==> src/rtl/apb_i2c_fifo_if.sv <==
// Bus bundle between the bridge front end (master) and an apb_i2c_fifo instance (slave).
// Signal names match the FIFO's original port names.
interface apb_i2c_fifo_if #(
  parameter int DWIDTH = 32,
  parameter int DEPTH  = 8,
  parameter int AW     = $clog2(DEPTH)
);
  logic              WR_EN;
  logic [DWIDTH-1:0] WDATA;
  logic              RD_EN;
  logic [DWIDTH-1:0] RDATA;
  logic              EMPTY;
  logic              FULL;
  logic [AW:0]       LEVEL;
  logic              OVERFLOW;
  logic              UNDERFLOW;
  logic              CLR_ERR;

  modport master (
    output WR_EN, WDATA, RD_EN, CLR_ERR,
    input  RDATA, EMPTY, FULL, LEVEL, OVERFLOW, UNDERFLOW
  );

  modport slave (
    input  WR_EN, WDATA, RD_EN, CLR_ERR,
    output RDATA, EMPTY, FULL, LEVEL, OVERFLOW, UNDERFLOW
  );
endinterface

==> src/rtl/apb_i2c_fifo.sv <==
// First-word-fall-through FIFO between the APB front end and the I2C core,
// with registered empty/full/level status and sticky overflow/underflow flags.
module apb_i2c_fifo #(
  parameter int DWIDTH = 32,
  parameter int DEPTH  = 8,
  parameter int AW     = $clog2(DEPTH)
) (
  input logic           PCLK,
  input logic           PRESET,
  apb_i2c_fifo_if.slave bus
);

  localparam logic [AW:0] LVL_FULL = (AW+1)'(DEPTH);

  logic [DWIDTH-1:0] r_mem [DEPTH];
  logic [AW-1:0]     r_wr_ptr;
  logic [AW-1:0]     r_rd_ptr;
  logic [AW:0]       r_level;
  logic              r_overflow;
  logic              r_underflow;

  logic w_empty;
  logic w_full;
  logic w_push;
  logic w_pop;
  logic w_ovf_evt;
  logic w_unf_evt;

  assign w_empty = (r_level == '0);
  assign w_full  = (r_level == LVL_FULL);

  // A push while full is still accepted when a pop frees the head slot in the same cycle.
  assign w_push    = bus.WR_EN && (!w_full || bus.RD_EN);
  assign w_pop     = bus.RD_EN && !w_empty;
  assign w_ovf_evt = bus.WR_EN && w_full && !bus.RD_EN;
  assign w_unf_evt = bus.RD_EN && w_empty;

  // Storage is deliberately left without reset; the pointers define validity.
  always_ff @(posedge PCLK) begin
    if (!PRESET && w_push) begin
      r_mem[r_wr_ptr] <= bus.WDATA;
    end
  end

  always_ff @(posedge PCLK) begin
    if (PRESET) begin
      r_wr_ptr    <= '0;
      r_rd_ptr    <= '0;
      r_level     <= '0;
      r_overflow  <= 1'b0;
      r_underflow <= 1'b0;
    end else begin
      if (w_push) begin
        r_wr_ptr <= r_wr_ptr + AW'(1);
      end
      if (w_pop) begin
        r_rd_ptr <= r_rd_ptr + AW'(1);
      end

      unique case ({w_push, w_pop})
        2'b10:   r_level <= r_level + (AW+1)'(1);
        2'b01:   r_level <= r_level - (AW+1)'(1);
        default: r_level <= r_level;
      endcase

      // A new error event in the clearing cycle wins over CLR_ERR.
      if (w_ovf_evt) begin
        r_overflow <= 1'b1;
      end else if (bus.CLR_ERR) begin
        r_overflow <= 1'b0;
      end

      if (w_unf_evt) begin
        r_underflow <= 1'b1;
      end else if (bus.CLR_ERR) begin
        r_underflow <= 1'b0;
      end
    end
  end

  assign bus.RDATA     = w_empty ? '0 : r_mem[r_rd_ptr];
  assign bus.EMPTY     = w_empty;
  assign bus.FULL      = w_full;
  assign bus.LEVEL     = r_level;
  assign bus.OVERFLOW  = r_overflow;
  assign bus.UNDERFLOW = r_underflow;

endmodule

==> src/flat_wrapper.sv <==
// flat-port wrapper written by rule: the top's interface ports become plain ports
module apb_i2c_fifo_flat 
#(
  parameter int DWIDTH = 32,
  parameter int DEPTH  = 8,
  parameter int AW     = $clog2(DEPTH)
)
  (PCLK, PRESET, bus_WR_EN, bus_WDATA, bus_RD_EN, bus_CLR_ERR, bus_RDATA, bus_EMPTY, bus_FULL, bus_LEVEL, bus_OVERFLOW, bus_UNDERFLOW);
  apb_i2c_fifo_if #(.DWIDTH(DWIDTH), .DEPTH(DEPTH), .AW(AW)) bus_i ();
  input logic PCLK;
  input logic PRESET;
  input wire logic [$bits(bus_i.WR_EN)-1:0] bus_WR_EN;
  input wire logic [$bits(bus_i.WDATA)-1:0] bus_WDATA;
  input wire logic [$bits(bus_i.RD_EN)-1:0] bus_RD_EN;
  input wire logic [$bits(bus_i.CLR_ERR)-1:0] bus_CLR_ERR;
  output wire logic [$bits(bus_i.RDATA)-1:0] bus_RDATA;
  output wire logic [$bits(bus_i.EMPTY)-1:0] bus_EMPTY;
  output wire logic [$bits(bus_i.FULL)-1:0] bus_FULL;
  output wire logic [$bits(bus_i.LEVEL)-1:0] bus_LEVEL;
  output wire logic [$bits(bus_i.OVERFLOW)-1:0] bus_OVERFLOW;
  output wire logic [$bits(bus_i.UNDERFLOW)-1:0] bus_UNDERFLOW;
  assign bus_i.WR_EN = bus_WR_EN;
  assign bus_i.WDATA = bus_WDATA;
  assign bus_i.RD_EN = bus_RD_EN;
  assign bus_i.CLR_ERR = bus_CLR_ERR;
  assign bus_RDATA = bus_i.RDATA;
  assign bus_EMPTY = bus_i.EMPTY;
  assign bus_FULL = bus_i.FULL;
  assign bus_LEVEL = bus_i.LEVEL;
  assign bus_OVERFLOW = bus_i.OVERFLOW;
  assign bus_UNDERFLOW = bus_i.UNDERFLOW;
  apb_i2c_fifo #(.DWIDTH(DWIDTH), .DEPTH(DEPTH), .AW(AW)) u_core (.PCLK(PCLK), .PRESET(PRESET), .bus(bus_i));
endmodule
==> config.mk <==
export PLATFORM = sky130hd
export DESIGN_NAME = apb_i2c_fifo_flat
export DESIGN_NICKNAME = d
export VERILOG_FILES = /design/src/rtl/apb_i2c_fifo_if.sv /design/src/rtl/apb_i2c_fifo.sv /design/src/flat_wrapper.sv
export SDC_FILE = /design/constraint.sdc
export NUM_CORES = 1
export LEC_CHECK = 0
export ABC_AREA = 1
export BUFFER_PORTS_ARGS = -buffer_cell sky130_fd_sc_hd__buf_4
export CAP_MARGIN = 40
export CORE_MARGIN = 2
export CORE_UTILIZATION = 60
export DETAILED_ROUTE_END_ITERATION = 6
export PLACE_DENSITY = 0.83
export SLEW_MARGIN = 10
export SYNTH_ARGS = -nofsm -noshare
export SYNTH_HDL_FRONTEND = slang
export SYNTH_SLANG_ARGS = --single-unit
==> constraint.sdc <==
create_clock -name PCLK -period 4.5 [get_ports PCLK]
set_clock_uncertainty 0.2 [all_clocks]
set_input_delay 0.225 -clock PCLK [delete_from_list [all_inputs] [get_ports PCLK]]
set_output_delay 0.225 -clock PCLK [all_outputs]
set_load 0.01 [all_outputs]
* Word level (Yosys, flattened, before mapping)
Memories as Yosys holds them, arrays and structs flattened. A register that Yosys moved wholly into a read port is not among the register bits.
Index checks and enable logic that the tools add are counted.
** Storage, ports and cells
- Register bits :: 12
- RAM bits :: 256
- Logic and storage cells :: 37
- Memories :: 1
** Memories
- u_core.r_mem :: words 8, bits a word 32, rd ports 1, clocked after memory_dff 1, wr ports 1, line apb_i2c_fifo.sv:15 : logic [DWIDTH-1:0] r_mem [DEPTH];
** Cells by class
- Add/subtract/negate cells :: 4
- Equality and inequality tests :: 3
- Muxes and demuxes :: 9
- Reductions and logical operators :: 15
** Operators with widths (count)
- $mux W32 :: 1
- $pmux W4 S2 :: 1
- $add A3 B1 Y3 const B :: 2
- $logic_and A1 B1 Y1 :: 6
- $mux W3 :: 2
- $reduce_bool A2 Y1 :: 3
- $mux W1 :: 5
- $add A4 B1 Y4 const B :: 1
- $eq A4 B4 Y1 const B :: 1
- $logic_not A1 Y1 :: 4
- $logic_not A4 Y1 :: 1
- $sub A4 B1 Y4 const B :: 1
- $eq A2 B1 Y1 const B :: 1
- $eq A2 B2 Y1 const B :: 1
- $logic_or A1 B1 Y1 :: 1

* Longest topological paths before layout
- Word-level depth :: 7
- Gate-level depth with buffers :: 14
- Mapped depth without buffers :: 14

* Least setup slack after synthesis
Ideal clock, no wire load.
- Path kind :: register to register
- Start :: register u_core.r_level[0] (netlist: u_core.bus.LEVEL[0])
- End :: memory u_core.r_mem[4][0], enable pin
- Data arrival time :: 3161 ps
- Required time :: 3839 ps
- Slack :: 678 ps
- Stages on the path, launching flop included :: 7
- Path buffers :: 0
- Clock period less this slack :: 3822 ps
- Cell sequence :: dfxtp_1 -> nor2_1 -> nand4_1 -> nand2_1 -> inv_1 -> nand2_1 -> nor3_1
** On the way
- Word-level cells in the longest chain between the ends :: 7
** Ends and longest elaborated chain
- from (decl) :: line apb_i2c_fifo.sv:18 : logic [AW:0] r_level;
- from (signal assigned) :: line apb_i2c_fifo.sv:61 : 2'b10: r_level <= r_level + (AW+1)'(1);
- from (signal assigned) :: line apb_i2c_fifo.sv:62 : 2'b01: r_level <= r_level - (AW+1)'(1);
- from (signal assigned) :: line apb_i2c_fifo.sv:63 : default: r_level <= r_level;
- $eq A4 B4 Y1 :: line apb_i2c_fifo.sv:30 : assign w_full = (r_level == LVL_FULL);
- $logic_not A1 Y1 :: line apb_i2c_fifo.sv:33 : assign w_push = bus.WR_EN && (!w_full || bus.RD_EN);
- $logic_or A1 B1 Y1 :: line apb_i2c_fifo.sv:33
- $logic_and A1 B1 Y1 :: line apb_i2c_fifo.sv:33
- $logic_and A1 B1 Y1 :: line apb_i2c_fifo.sv:40 : if (!PRESET && w_push) begin
- $mux W1 :: line apb_i2c_fifo.sv:40
- $mux W1 (not written as such) :: line apb_i2c_fifo.sv:41 : r_mem[r_wr_ptr] <= bus.WDATA;
- to (decl) :: line apb_i2c_fifo.sv:15
No other way between the ends.

==> metrics.cfg <==
[sta]
period_share_pct = 73.3
period_minus_slack_ns = 3.30
fmax_ghz = 0.303
setup-tns-final_ns = 0
worst_slew_pin_slew_ns = 0.907
hold_viol_final = 0
rsz0062_at_grt = no
setup_viol = 0
maxSlewHeadroom_pct = 39.2
timing.hold.ws_ns = 0.281
drv_slew = 0

[logic_synthesis]
yosys_warnings = 0
post-synth-top-count-cell = edfxtp_1
synth_flop_cell = edfxtp_1
synth_top_cell_by_area = edfxtp_1
synth_edf_count = 256
synth_area_mm2 = 0.0108
syn_avg_cell_area_um2 = 12.6
synth_area_leaders = edfxtp_1 71%, nor2_1 7.8%, o21ai_0 5.7%
synth_cell_types = 27
synth_nets = 905
synthTopCellsByCount = 256 x edfxtp_1, 226 x nor2_1, 124 x o21ai_0, 53 x nand2_1
synth_top_area_share_pct = 70.9
synthCells = 863
synth_seq_area_share_pct = 73.7
synth_seq_cells = 271
synthArstFlopShare_pct = 0

[clock_network]
clkLatencyLatePin_ns = 0.52
cts_tree = yes
numCtsBuffers = 26
cts_buffer_depth = 3
clk_pin_slew_ns = 0.06
cts_setup_buffers = 0
cts.sinks = 271
h-tree-depth = 1
root_buffer = clkbuf_16

[min_path]
min_path_type = input port to register
hold_end = u_core.r_mem[1][20]$_DFFE_PP_
hold-path-cell-count = 2
min_from = bus_WDATA[20]

[floorplan]
die_h_um = 138
std_cell_rows = 49
start_util_pct = 60.7
top_level_ports = 77
die_area_mm2 = 0.0192
coreArea_mm2 = 0.0178
die_w_um = 138

[setup_path]
cp.arrival_ns = 2.87
start_kind = register
r2r_cells = 14
cpLargestDelayFamily = buffers and inverters
cp_common_cell = buf_4
path_buf_inv = 3
endpoint_kind = output pin
rrSetupSlack_ns = 1.76
path_max_fanout = 54
r2r-start = u_core.bus.LEVEL[0]$_SDFFE_PP0P_
slowest_stage = clkinv_2
critical_path_class = register to output pin
crit_chain = clkinv_2, buf_4, o21ai_0, o211ai_1, nand2_1, nor2_1, buf_4
cp_data_required_time_ns = 4.07
cpPeakStageDelay_ns = 0.59
r2r-end = u_core.bus.LEVEL[2]$_SDFFE_PP0P_

[run_status]
outcome = finished clean

[detailed_routing]
remaining_drc_errors = 0
vias = 7023
drtPass1Iterations = 5
routedWlPerCell_um = 18.3
wl_um = 22300
antenna_left = 0
drt-initial-drc-count = 762
vias_per_cell = 5.77

[pwr]
power_density_mw_per_mm2 = 551
vdd_ir_drop_max_uv = 414
leakagePower_uw = 0.00459
total_power_uw = 7130

[grt]
grt_pass1_vias = 6881
grt_use_total_pct = 23.1
grt_overflow = 0
grt_antenna_before_repair = 0
grt_max_degree = 89
grt_pass1_wl_um = 35400

[final_layout]
drive_above_1_share_pct = 15.3
area_growth_syn_to_layout_pct = 19.2
antenna_cells = 0
nets = 1013
fillerInstances = 1126

[placement]
gp_congestion = 0.810
hpwl_um = 12000
port_buffers = 76

[flow_run]
cap_violations = 0

## worst reg2reg max path, delay by kind of cell (launching register included)
| family | cells | cell delay (ns) |
|---|---|---|
| buf+inv | 4 | 0.77 |
| compound gates | 2 | 0.31 |
| flops | 1 | 0.42 |
| fa+ha+maj | 2 | 0.44 |
| simple gates | 5 | 0.42 |
| xor+xnor | 1 | 0.09 |
## registers in the layout, summed over array words and instances (netlist names), named ones only
register	flops
u_core.r_mem	256
u_core.bus.LEVEL	4
u_core.r_rd_ptr	3
u_core.r_wr_ptr	3
u_core.bus.OVERFLOW	1
u_core.bus.UNDERFLOW	1
## worst max-delay path by stage
stage,endpoint,depth (start not counted)
after floorplan,u_core.r_mem[4][0]$_DFFE_PP_,6
after global placement,u_core.r_mem[3][16]$_DFFE_PP_,6
after detailed placement,bus_RDATA[14],7
after CTS,bus_RDATA[27],7
after global routing,bus_RDATA[27],7
final,bus_RDATA[27],7
## stage by stage
| stage | util [%] | cell area [µm²] | cells | setup WS (ns) |
|---|---|---|---|---|
| 6_report | 72.4 | 12900 | 1218 | 1.20 |
| 5_1_grt | 72.4 | 12900 | 1218 | 1.03 |
| 4_1_cts | 72.4 | 12900 | 1218 | 1.21 |
| 3_5_place_dp | 65.7 | 11700 | 1134 | 1.81 |
| 3_3_place_gp | 64.6 | 11500 | 1127 | 1.79 |
| 2_1_floorplan | - | 10800 | 863 | 0.678 |
## repair_timing
item                       in CTS  in global routing
setup endpoints to repair       0                  0
hold endpoints to repair      271                  0
resized for setup               0                  0
hold buffers                   38                  0
## per-layer routing
metal  wire length (µm)  vias to the layer above  part of all wire [%]  track usage, %
met1               8830                     3362                    40            30.6
met5                  0                        -                     0               0
met2              11400                      298                    51            40.2
li1                   -                     3317                     -               -
met3               1470                       46                   6.6            3.29
met4                522                        0                   2.3            7.57
## area by class of cell
type	instances	area, µm²	area share, %
repair buffers	131	1240	9.57
well taps	229	287	2.22
flip-flops and latches	271	7990	61.9
multi-input cells	521	2500	19.4
clock buffers	36	729	5.64
clock inverters	10	98.8	0.765
inverters	20	76.3	0.591
## where the power goes
group,internal [µW],switching (µW)
combinational,815,1280
sequential,2850,70.4
clock,1240,868
## placed cells by master (no fill, tap or decap), types with 5 or more instances in the layout
| cell | n |
|---|---|
| o22ai_1 | 32 |
| nand3_1 | 6 |
| buf_4 | 84 |
| dfxtp_1 | 12 |
| edfxtp_1 | 256 |
| inv_1 | 19 |
| o21ai_0 | 124 |
| buf_16 | 6 |
| ha_1 | 5 |
| nor2_2 | 10 |
| o21ai_1 | 11 |
| a21oi_1 | 11 |
| dlygate4sd3_1 | 38 |
| nor2_1 | 222 |
| nand2_1 | 53 |
| clkbuf_16 | 27 |
| clkbuf_1 | 7 |
| o211ai_1 | 32 |
## cells by family (layout without fill, tap and decap cells)
family / Yosys count / in the layout / synth area share (%)
xor+xnor: 4 / 4 / 0.323
compound gates: 210 / 210 / 10.8
buf+inv: 71 / 197 / 3.67
flops: 271 / 271 / 73.7
simple gates: 302 / 302 / 10.9
fa+ha+maj: 5 / 5 / 0.577
Note: power is estimated with default switching activity, not from simulation.
